[config.mk]
export PLATFORM = sky130hd
export DESIGN_NAME = rom_byte_streamer_flat
export DESIGN_NICKNAME = d
export VERILOG_FILES = /design/src/rtl/rom_byte_streamer_pkg.sv /design/src/rtl/rom_byte_streamer_if.sv /design/src/rtl/rom_word_unpacker.sv /design/src/rtl/rom_byte_streamer.sv /design/src/flat_wrapper.sv
export SDC_FILE = /design/constraint.sdc
export NUM_CORES = 1
export LEC_CHECK = 0
export CAP_MARGIN = 40
export CORE_ASPECT_RATIO = 0.7
export CORE_MARGIN = 3
export CORE_UTILIZATION = 45
export DETAILED_ROUTE_END_ITERATION = 10
export PLACE_DENSITY = 0.74
export SLEW_MARGIN = 30
export SYNTH_ARGS = -nofsm -noshare
export SYNTH_HDL_FRONTEND = slang
export SYNTH_SLANG_ARGS = --single-unit
export TNS_END_PERCENT = 1
[constraint.sdc]
create_clock -name clk -period 4.8 [get_ports clk]
set_clock_uncertainty 0.1 [all_clocks]
set_input_delay 0.72 -clock clk [delete_from_list [all_inputs] [get_ports clk]]
set_output_delay 0.72 -clock clk [all_outputs]
set_load 0.01 [all_outputs]
[src/rtl/rom_byte_streamer_pkg.sv]
// Shared types and constants for the ROM byte streamer.
package rom_byte_streamer_pkg;

    localparam int BYTE_W = 8;

    typedef enum logic [1:0] {
        IDLE,
        FETCH,
        LOAD,
        EMIT
    } state_e;

endpackage

[src/rtl/rom_byte_streamer_if.sv]
// Control, ROM and byte-stream signals of the ROM byte streamer.
// master: the streamer itself; slave: the ROM plus the stream consumer.
interface rom_byte_streamer_if
    import rom_byte_streamer_pkg::*;
#(
    parameter int ADDR_WIDTH = 3,
    parameter int DATA_WIDTH = 32,
    parameter int LEN_WIDTH  = ADDR_WIDTH + $clog2(DATA_WIDTH / BYTE_W) + 1
);
    logic                  start;
    logic [LEN_WIDTH-1:0]  length;
    logic                  rom_rd_en;
    logic [ADDR_WIDTH-1:0] rom_addr;
    logic [DATA_WIDTH-1:0] rom_data;
    logic                  out_valid;
    logic                  out_ready;
    logic [BYTE_W-1:0]     out_data;
    logic                  out_last;
    logic                  busy;
    logic                  done;

    modport master (
        input  start, length, rom_data, out_ready,
        output rom_rd_en, rom_addr, out_valid, out_data, out_last, busy, done
    );

    modport slave (
        output start, length, rom_data, out_ready,
        input  rom_rd_en, rom_addr, out_valid, out_data, out_last, busy, done
    );

endinterface

[src/rtl/rom_word_unpacker.sv]
// Holds one ROM word and presents its bytes little-endian, one per advance.
module rom_word_unpacker
    import rom_byte_streamer_pkg::*;
#(
    parameter int DATA_WIDTH = 32
) (
    input  logic                  clk,
    input  logic                  rst,
    input  logic                  load_i,
    input  logic [DATA_WIDTH-1:0] data_i,
    input  logic                  adv_i,
    output logic [BYTE_W-1:0]     byte_o,
    output logic                  first_o,
    output logic                  last_o
);
    localparam int WORD_BYTES = DATA_WIDTH / BYTE_W;
    localparam int IDX_W      = (WORD_BYTES > 1) ? $clog2(WORD_BYTES) : 1;
    localparam logic [IDX_W-1:0] IDX_LAST = IDX_W'(WORD_BYTES - 1);

    logic [WORD_BYTES-1:0][BYTE_W-1:0] word_q;
    logic [IDX_W-1:0]                  idx_q;

    // Load restarts at byte 0; advance walks toward the MSB byte.
    always_ff @(posedge clk) begin
        if (rst) begin
            word_q <= '0;
            idx_q  <= '0;
        end else if (load_i) begin
            word_q <= data_i;
            idx_q  <= '0;
        end else if (adv_i) begin
            idx_q  <= (idx_q == IDX_LAST) ? '0 : idx_q + 1'b1;
        end
    end

    assign byte_o  = word_q[idx_q];
    assign first_o = (idx_q == '0);
    assign last_o  = (idx_q == IDX_LAST);

endmodule

[src/rtl/rom_byte_streamer.sv]
// Streams the first `length` bytes of an external registered-read ROM,
// little-endian within each word, over a valid/ready byte interface.
// Optional macro ROM_BYTE_STREAMER_PREFETCH_EN: fetch the next word while the
// current one drains so word boundaries cost no bubble cycles.
module rom_byte_streamer
    import rom_byte_streamer_pkg::*;
#(
    parameter int ADDR_WIDTH = 3,
    parameter int DATA_WIDTH = 32,
    parameter int LEN_WIDTH  = ADDR_WIDTH + $clog2(DATA_WIDTH / BYTE_W) + 1
) (
    input logic                 clk,
    input logic                 rst,
    rom_byte_streamer_if.master bus
);
`ifdef ROM_BYTE_STREAMER_PREFETCH_EN
    localparam bit PREFETCH_EN = 1'b1;
`else
    localparam bit PREFETCH_EN = 1'b0;
`endif

    localparam int WORD_BYTES = DATA_WIDTH / BYTE_W;
    // Clamp limit: the whole ROM, so the word address can never wrap.
    localparam logic [LEN_WIDTH-1:0] CAP  = LEN_WIDTH'((2 ** ADDR_WIDTH) * WORD_BYTES);
    localparam logic [LEN_WIDTH-1:0] WB_L = LEN_WIDTH'(WORD_BYTES);

    state_e                state_q, state_d;
    logic [ADDR_WIDTH-1:0] addr_q, addr_d;
    logic [LEN_WIDTH-1:0]  rem_q, rem_d;
    logic                  done_q, done_d;
    logic                  pf_sent_q, pf_sent_d;
    logic                  rd_inflight_q;
    logic [DATA_WIDTH-1:0] pend_q;
    logic                  pend_vld_q;

    logic                  rd_en;
    logic [ADDR_WIDTH-1:0] rd_addr;
    logic                  ld;
    logic                  adv;
    logic                  out_valid;
    logic [DATA_WIDTH-1:0] ld_data;
    logic                  idx_first;
    logic                  word_last;

    // Pending word (prefetch only) takes priority over the live ROM bus.
    assign ld_data = pend_vld_q ? pend_q : bus.rom_data;

    rom_word_unpacker #(.DATA_WIDTH(DATA_WIDTH)) u_unpack (
        .clk    (clk),
        .rst    (rst),
        .load_i (ld),
        .data_i (ld_data),
        .adv_i  (adv),
        .byte_o (bus.out_data),
        .first_o(idx_first),
        .last_o (word_last)
    );

    // State, address, remaining-byte count and done pulse registers.
    always_ff @(posedge clk) begin
        if (rst) begin
            state_q   <= IDLE;
            addr_q    <= '0;
            rem_q     <= '0;
            done_q    <= 1'b0;
            pf_sent_q <= 1'b0;
        end else begin
            state_q   <= state_d;
            addr_q    <= addr_d;
            rem_q     <= rem_d;
            done_q    <= done_d;
            pf_sent_q <= pf_sent_d;
        end
    end

    // Track reads in flight and park a prefetched word until the current one drains.
    always_ff @(posedge clk) begin
        if (rst) begin
            rd_inflight_q <= 1'b0;
            pend_q        <= '0;
            pend_vld_q    <= 1'b0;
        end else begin
            rd_inflight_q <= rd_en;
            if (ld) begin
                pend_vld_q <= 1'b0;
            end else if (PREFETCH_EN && rd_inflight_q && state_q == EMIT) begin
                pend_q     <= bus.rom_data;
                pend_vld_q <= 1'b1;
            end
        end
    end

    // Next-state, ROM read, word load and byte advance decisions.
    always_comb begin
        state_d   = state_q;
        addr_d    = addr_q;
        rem_d     = rem_q;
        done_d    = 1'b0;
        pf_sent_d = pf_sent_q;
        rd_en     = 1'b0;
        rd_addr   = addr_q;
        ld        = 1'b0;
        adv       = 1'b0;
        out_valid = 1'b0;
        unique case (state_q)
            IDLE: begin
                if (bus.start) begin
                    if (bus.length == '0) begin
                        done_d = 1'b1;
                    end else begin
                        rem_d   = (bus.length > CAP) ? CAP : bus.length;
                        addr_d  = '0;
                        state_d = FETCH;
                    end
                end
            end
            FETCH: begin
                rd_en   = 1'b1;
                state_d = LOAD;
            end
            LOAD: begin
                ld        = 1'b1;
                pf_sent_d = 1'b0;
                state_d   = EMIT;
            end
            EMIT: begin
                out_valid = 1'b1;
                // First cycle of a word with another word behind it: fetch ahead.
                if (PREFETCH_EN && idx_first && !pf_sent_q && rem_q > WB_L) begin
                    rd_en     = 1'b1;
                    rd_addr   = addr_q + 1'b1;
                    addr_d    = addr_q + 1'b1;
                    pf_sent_d = 1'b1;
                end
                if (bus.out_ready) begin
                    adv   = 1'b1;
                    rem_d = rem_q - 1'b1;
                    if (rem_q == LEN_WIDTH'(1)) begin
                        state_d = IDLE;
                        done_d  = 1'b1;
                    end else if (word_last) begin
                        if (PREFETCH_EN) begin
                            // Data parked or arriving now: swap in without a bubble.
                            // Otherwise the read went out this cycle; LOAD catches it.
                            if (pend_vld_q || rd_inflight_q) begin
                                ld        = 1'b1;
                                pf_sent_d = 1'b0;
                            end else begin
                                state_d = LOAD;
                            end
                        end else begin
                            addr_d  = addr_q + 1'b1;
                            state_d = FETCH;
                        end
                    end
                end
            end
            default: state_d = IDLE;
        endcase
    end

    assign bus.rom_rd_en = rd_en;
    assign bus.rom_addr  = rd_addr;
    assign bus.out_valid = out_valid;
    assign bus.out_last  = out_valid && (rem_q == LEN_WIDTH'(1));
    assign bus.busy      = (state_q != IDLE);
    assign bus.done      = done_q;

endmodule

[src/flat_wrapper.sv]
// flat-port wrapper written by rule: the top's interface ports become plain ports
module rom_byte_streamer_flat import rom_byte_streamer_pkg::*;
#(
    parameter int ADDR_WIDTH = 3,
    parameter int DATA_WIDTH = 32,
    parameter int LEN_WIDTH  = ADDR_WIDTH + $clog2(DATA_WIDTH / BYTE_W) + 1
)
  (clk, rst, bus_start, bus_length, bus_rom_data, bus_out_ready, bus_rom_rd_en, bus_rom_addr, bus_out_valid, bus_out_data, bus_out_last, bus_busy, bus_done);
  rom_byte_streamer_if #(.ADDR_WIDTH(ADDR_WIDTH), .DATA_WIDTH(DATA_WIDTH), .LEN_WIDTH(LEN_WIDTH)) bus_i ();
  input logic clk;
  input logic rst;
  input wire logic [$bits(bus_i.start)-1:0] bus_start;
  input wire logic [$bits(bus_i.length)-1:0] bus_length;
  input wire logic [$bits(bus_i.rom_data)-1:0] bus_rom_data;
  input wire logic [$bits(bus_i.out_ready)-1:0] bus_out_ready;
  output wire logic [$bits(bus_i.rom_rd_en)-1:0] bus_rom_rd_en;
  output wire logic [$bits(bus_i.rom_addr)-1:0] bus_rom_addr;
  output wire logic [$bits(bus_i.out_valid)-1:0] bus_out_valid;
  output wire logic [$bits(bus_i.out_data)-1:0] bus_out_data;
  output wire logic [$bits(bus_i.out_last)-1:0] bus_out_last;
  output wire logic [$bits(bus_i.busy)-1:0] bus_busy;
  output wire logic [$bits(bus_i.done)-1:0] bus_done;
  assign bus_i.start = bus_start;
  assign bus_i.length = bus_length;
  assign bus_i.rom_data = bus_rom_data;
  assign bus_i.out_ready = bus_out_ready;
  assign bus_rom_rd_en = bus_i.rom_rd_en;
  assign bus_rom_addr = bus_i.rom_addr;
  assign bus_out_valid = bus_i.out_valid;
  assign bus_out_data = bus_i.out_data;
  assign bus_out_last = bus_i.out_last;
  assign bus_busy = bus_i.busy;
  assign bus_done = bus_i.done;
  rom_byte_streamer #(.ADDR_WIDTH(ADDR_WIDTH), .DATA_WIDTH(DATA_WIDTH), .LEN_WIDTH(LEN_WIDTH)) u_core (.clk(clk), .rst(rst), .bus(bus_i));
endmodule
### Yosys cells after proc, flatten, opt, wreduce, memory -nomap -nowiden

Cells that the tools add are included.

| cells by class | value |
|---|---|
| add/subtract/negate cells | 3 |
| order comparisons | 2 |
| equality and inequality tests | 11 |
| multiplexer cells | 30 |
| reductions and logical operators | 9 |

Operator list:

| operator | count |
|---|---|
| $mux W6 | 4 |
| $bmux W8 S2 | 1 |
| $mux W3 | 5 |
| $mux W2 | 6 |
| $pmux W6 S2 | 1 |
| $ne A2 B2 Y1 const B | 5 |
| $mux W1 | 9 |
| $mux W8 | 1 |
| $pmux W2 S4 | 1 |
| $reduce_and A4 Y1 | 2 |
| $eq A2 B2 Y1 const B | 3 |
| $eq A6 B1 Y1 const B | 1 |
| $gt A6 B6 Y1 const B | 1 |
| $logic_not A6 Y1 | 1 |
| $pmux W3 S2 | 1 |
| $reduce_and A6 Y1 | 1 |
| $sub A6 B1 Y6 const B | 1 |
| $reduce_bool A2 Y1 | 2 |
| $add A3 B1 Y3 const B | 1 |
| $lt A2 B3 Y1 const B | 1 |
| $ne A3 B2 Y1 const B | 1 |
| $add A2 B1 Y2 const B | 1 |
| $eq A2 B1 Y1 const B | 1 |
| $logic_not A2 Y1 | 1 |
| 3 further kinds | 3 |

| storage, ports and cells | value |
|---|---|
| flip-flop bits (word level) | 46 |
| input port bits | 42 |
| output and inout port bits | 16 |
| logic and storage cells | 64 |

### Depth between registers and ports, before layout

| depth | value |
|---|---|
| depth in word-level cells | 5 |
| gate-level depth with buffers | 6 |
| gate-level depth less buffers | 6 |

### Modules after synthesis

A second synthesis with hierarchy kept.

| unflattened totals | value |
|---|---|
| cells, all modules | 227 |
| area total of the unflattened synthesis | 2,336.0 um2 |

Modules (own cells, without submodules):

| module | times used | cells an instance | area each (um2) | sequential area each (um2) |
|---|---|---|---|---|
| rom_word_unpacker | 1 | 125 | 1,468.9 | 680.7 |
| rom_byte_streamer | 1 | 102 | 867.1 | 240.2 |

### Worst setup path after synthesis

OpenSTA, ideal clock, no wires.

| timing path | value |
|---|---|
| path kind | reg-to-output |
| from | reg u_core.u_unpack.idx_q[1] |
| to | out bus_out_data[0] |
| data arrival time | 1.221 ns |
| required time | 3.980 ns |
| slack | 2.759 ns |
| stages on the path, launching flop included | 3 |
| path buffers | 1 |
| cells stage by stage | dfxtp_1 > clkbuf_1 > mux4_2 |

| between the ends | value |
|---|---|
| cells in the longest elaborated chain, start to end | 2 |

Ends and longest elaborated chain:

| what | RTL line | source |
|---|---|---|
| start: declaration | rom_word_unpacker.sv:21 | `logic [IDX_W-1:0] idx_q;` |
| start signal: assignment | rom_word_unpacker.sv:32 | `idx_q <= (idx_q == IDX_LAST) ? '0 : idx_q + 1'b1;` |
| $bmux W8 S2 | rom_word_unpacker.sv:36 | `assign byte_o = word_q[idx_q];` |
| $mux W8 (implied by the code) | rom_word_unpacker.sv:36 |  |
| end: declaration | flat_wrapper.sv:19 | `output wire logic [$bits(bus_i.out_data)-1:0] bus_out_data;` |

No other way between the ends. The select of a mux whose other input is x is not followed.

### Final worst setup path

| timing path | value |
|---|---|
| from | reg u_core.state_q[1] |
| to | out bus_out_last |

| between the ends | value |
|---|---|
| cells in the longest elaborated chain, start to end | 3 |

Ends and longest elaborated chain:

| what | RTL line | source |
|---|---|---|
| start: declaration | rom_byte_streamer.sv:27 | `state_e state_q, state_d;` |
| start signal: assignment | rom_byte_streamer.sv:68 | `state_q <= state_d;` |
| $eq A2 B2 Y1 | rom_byte_streamer.sv:105 | `unique case (state_q)` |
| $mux W1 | rom_byte_streamer.sv:105 |  |
| $logic_and A1 B1 Y1 | rom_byte_streamer.sv:165 | `assign bus.out_last = out_valid && (rem_q == LEN_WIDTH'(1));` |
| end: declaration | flat_wrapper.sv:20 | `output wire logic [$bits(bus_i.out_last)-1:0] bus_out_last;` |

No other way between the ends.

==> impl_metrics.env <==
export IMPL_hold_buffers=0
export IMPL_dp_hpwl_um=3656
export IMPL_ir_worst_vdd_mv=0.3004
export IMPL_synth_cell_types=43
export IMPL_fin_tns_setup_ns=0
export IMPL_crit_fanout=25
export IMPL_crit_path_cell_trace="ha_1 -> and3_1 -> clkdlybuf4s50_1"
export IMPL_power_density_nw_per_um2=483.1
export IMPL_cap_violations=0
export IMPL_crit_end="bus_out_last"
export IMPL_clock_latency_ns=0.30
export IMPL_row_count=20
export IMPL_nFillCells=382
export IMPL_cts_root_buffer="clkbuf_8"
export IMPL_rrSetupSlack_ns=2.47
export IMPL_crit_path_start_kind="flip-flop"
export IMPL_synth_cells=225
export IMPL_grt_util_all_layers=0.1849
export IMPL_synthFlopType="dfxtp_1"
export IMPL_post_cts_repair_setup_buffers=0
export IMPL_htreeDepth=2
export IMPL_setup_violations=0
export IMPL_async_reset_ff_frac=0
export IMPL_total_leakage_power_nw=1.095
export IMPL_grt_ovfl_total=0
export IMPL_drt_pass1_iter_count=4
export IMPL_slew_viol_final=0
export IMPL_hold_viol=0
export IMPL_end_kind="output pin"
export IMPL_syn_area_um2=2257
export IMPL_die_w_um=90.65
export IMPL_ys_warn_count=0
export IMPL_drcViolationCount=0
export IMPL_area_growth_synth_to_final_pct=34.48
export IMPL_start_util=0.4929
export IMPL_gp_congestion=0.8519
export IMPL_grt_pass1_wl_um=8673
export IMPL_netlist_area_leader_share=0.4080
export IMPL_pin_count=58
export IMPL_synth_edf_count=0
export IMPL_clkTransAtPathRegs_ns=0.09
export IMPL_cts_tree="built"
export IMPL_tightest_slew_ns=0.7518
export IMPL_r2r_end="u_core.bus.rom_addr[0]"
export IMPL_cts_sinks=46
export IMPL_drive_gt1_frac=0.08961
export IMPL_r2r_start="u_core.state_q[1]"
export IMPL_worst_ep_arrival_time_ns=2.25
export IMPL_synth_top_cell_by_area="dfxtp_1"
export IMPL_nets=329
export IMPL_cpMaxStageDelayCell="ha_1"
export IMPL_period_share=0.6389
export IMPL_synth_seq_area_share=0.4080
export IMPL_synth_seq_cells=46
export IMPL_relSlewSlack=0.4988
export IMPL_reg2reg_depth=4
export IMPL_min_path_type="flip-flop to flip-flop"
export IMPL_n_antenna_cell=0
export IMPL_synth_most_common_cell="dfxtp_1"
export IMPL_antenna_found_initial=0
export IMPL_critical_path_startpoint="u_core.state_q[1]"
export IMPL_rsz0062_at_grt="false"
export IMPL_detail_route_antenna_nets=0
export IMPL_grt_pass1_vias=1749
export IMPL_cts_buffers=5
export IMPL_fp_dieH_um=65.26
export IMPL_synthTopCellsByCount="dfxtp_1 (46), nor2_1 (37), mux2i_1 (34)"
export IMPL_viasPerCell=5.223
export IMPL_first_iter_violations=75
export IMPL_status="finished clean"
export IMPL_portBuffers=57
export IMPL_required_ns=3.98
export IMPL_ctsResizeCount=0
export IMPL_period_minus_slack_ns=3.067
export IMPL_path_class="flip-flop to output pin"
export IMPL_vias=1802
export IMPL_wirelength_um=5144
export IMPL_synthesis_nets=276
export IMPL_syn_avg_cell_area_um2=10.03
export IMPL_fmax_mhz=326.1
export IMPL_netlist_top_cells_area="dfxtp_1 (41%), mux2i_1 (15%), mux4_2 (8.0%)"
export IMPL_routedWlPerCell_um=14.91
export IMPL_grt_max_degree=50
export IMPL_core_region_area_um2=4579
export IMPL_slowest_delay_ns=0.68
export IMPL_max_clock_path_buffers=2
export IMPL_die_area_um2=5915
export IMPL_final_area_um2=3035
export IMPL_placed_cell_area_um2=2893
## worst min-delay path by stage
stage                                          start                          to  slack [ns]  cells after the start
after floorplan           u_core.u_unpack.word_q[15]  u_core.u_unpack.word_q[15]        0.35                      2
after global routing      u_core.u_unpack.word_q[19]  u_core.u_unpack.word_q[19]        0.43                      2
after detailed placement  u_core.u_unpack.word_q[19]  u_core.u_unpack.word_q[19]        0.37                      2
final                     u_core.u_unpack.word_q[19]  u_core.u_unpack.word_q[19]        0.39                      2
after global placement     u_core.u_unpack.word_q[8]   u_core.u_unpack.word_q[8]        0.37                      2
after CTS                 u_core.u_unpack.word_q[19]  u_core.u_unpack.word_q[19]        0.40                      2
## cell type report
cell class | instances | area, µm² | share of cell area
inverter | 9 | 33.78 | 0.01113
timing repair buffer | 59 | 605.6 | 0.1995
clock inverter | 2 | 60.06 | 0.01979
multi-input combinational | 157 | 1250 | 0.4118
clock buffer | 6 | 82.58 | 0.02721
tap | 66 | 82.58 | 0.02721
sequential | 46 | 920.9 | 0.3034
## layer usage
layer	up-vias	GRT usage	wire length (µm)
li1	916	-	-
met3	5	0.04920	291
met2	49	0.2659	2189
met1	832	0.2670	2605
met4	0	0.06298	58
met5	-	0	0
## power by group
part	total (W)	leakage [nW]	internal (W)	switching, W
logic	0.000589	0.650	0.000294	0.000295
registers	0.000525	0.374	0.000463	0.0000615
clock network	0.000353	0.0714	0.000222	0.000131
total	0.00147	1.09	0.000979	0.000487
## metrics by stage
| stage | worst slack (ns) | util | hold WS (ns) | power (W) | cells |
|---|---|---|---|---|---|
| after floorplan | 2.759 | - | 0.3546 | 0.0009228 | 225 |
| after global placement | 2.132 | 0.6257 | 0.3688 | 0.001089 | 336 |
| after detailed placement | 2.084 | 0.6317 | 0.3747 | 0.001114 | 337 |
| after CTS | 1.722 | 0.6628 | 0.3968 | 0.001475 | 345 |
| after global routing | 1.578 | 0.6628 | 0.4332 | 0.001559 | 345 |
| final | 1.733 | 0.6628 | 0.3929 | 0.001466 | 345 |
## registers in the layout, indices dropped and copies added, names as in the netlist
register / flops
u_core.bus.done: 1
u_core.u_unpack.word_q: 32
u_core.bus.rom_addr: 3
u_core.rem_q: 6
u_core.u_unpack.idx_q: 2
u_core.state_q: 2
## cell families after synthesis
logic type	Yosys count	share of synthesized area
AND/OR/NAND/NOR	75	0.1630
flip-flops	46	0.4080
multiplexers	42	0.2306
AO/OA/AOI/OAI	30	0.1053
buffers and inverters	22	0.03935
adder cells (fa/ha/maj)	9	0.04989
XOR/XNOR	1	0.003881
## critical path, delay by kind of cell, from the launching register on
family                   cells  cell delay, ns
buffers and inverters        1            0.55
AND/OR/NAND/NOR              1            0.29
flip-flops                   1            0.42
adder cells (fa/ha/maj)      1            0.68
## cells in the final DEF (no fill, tap or decap), drive strengths merged, types with 2 or more instances in the layout
master,count
nor2b,3
nor4,3
nand4,2
clkbuf,6
ha,9
or2,2
buf,2
nor3b,4
clkdlybuf4s50,57
a211oi,2
o311ai,2
a21oi,7
a31oi,3
o32ai,3
inv,9
dfxtp,46
nand2b,5
bufinv,2
nor2,37
o31ai,2
nand2,8
o21ai,2
nor3,4
mux2i,34
mux4,8
Note: power is estimated with default switching activity, not from simulation.
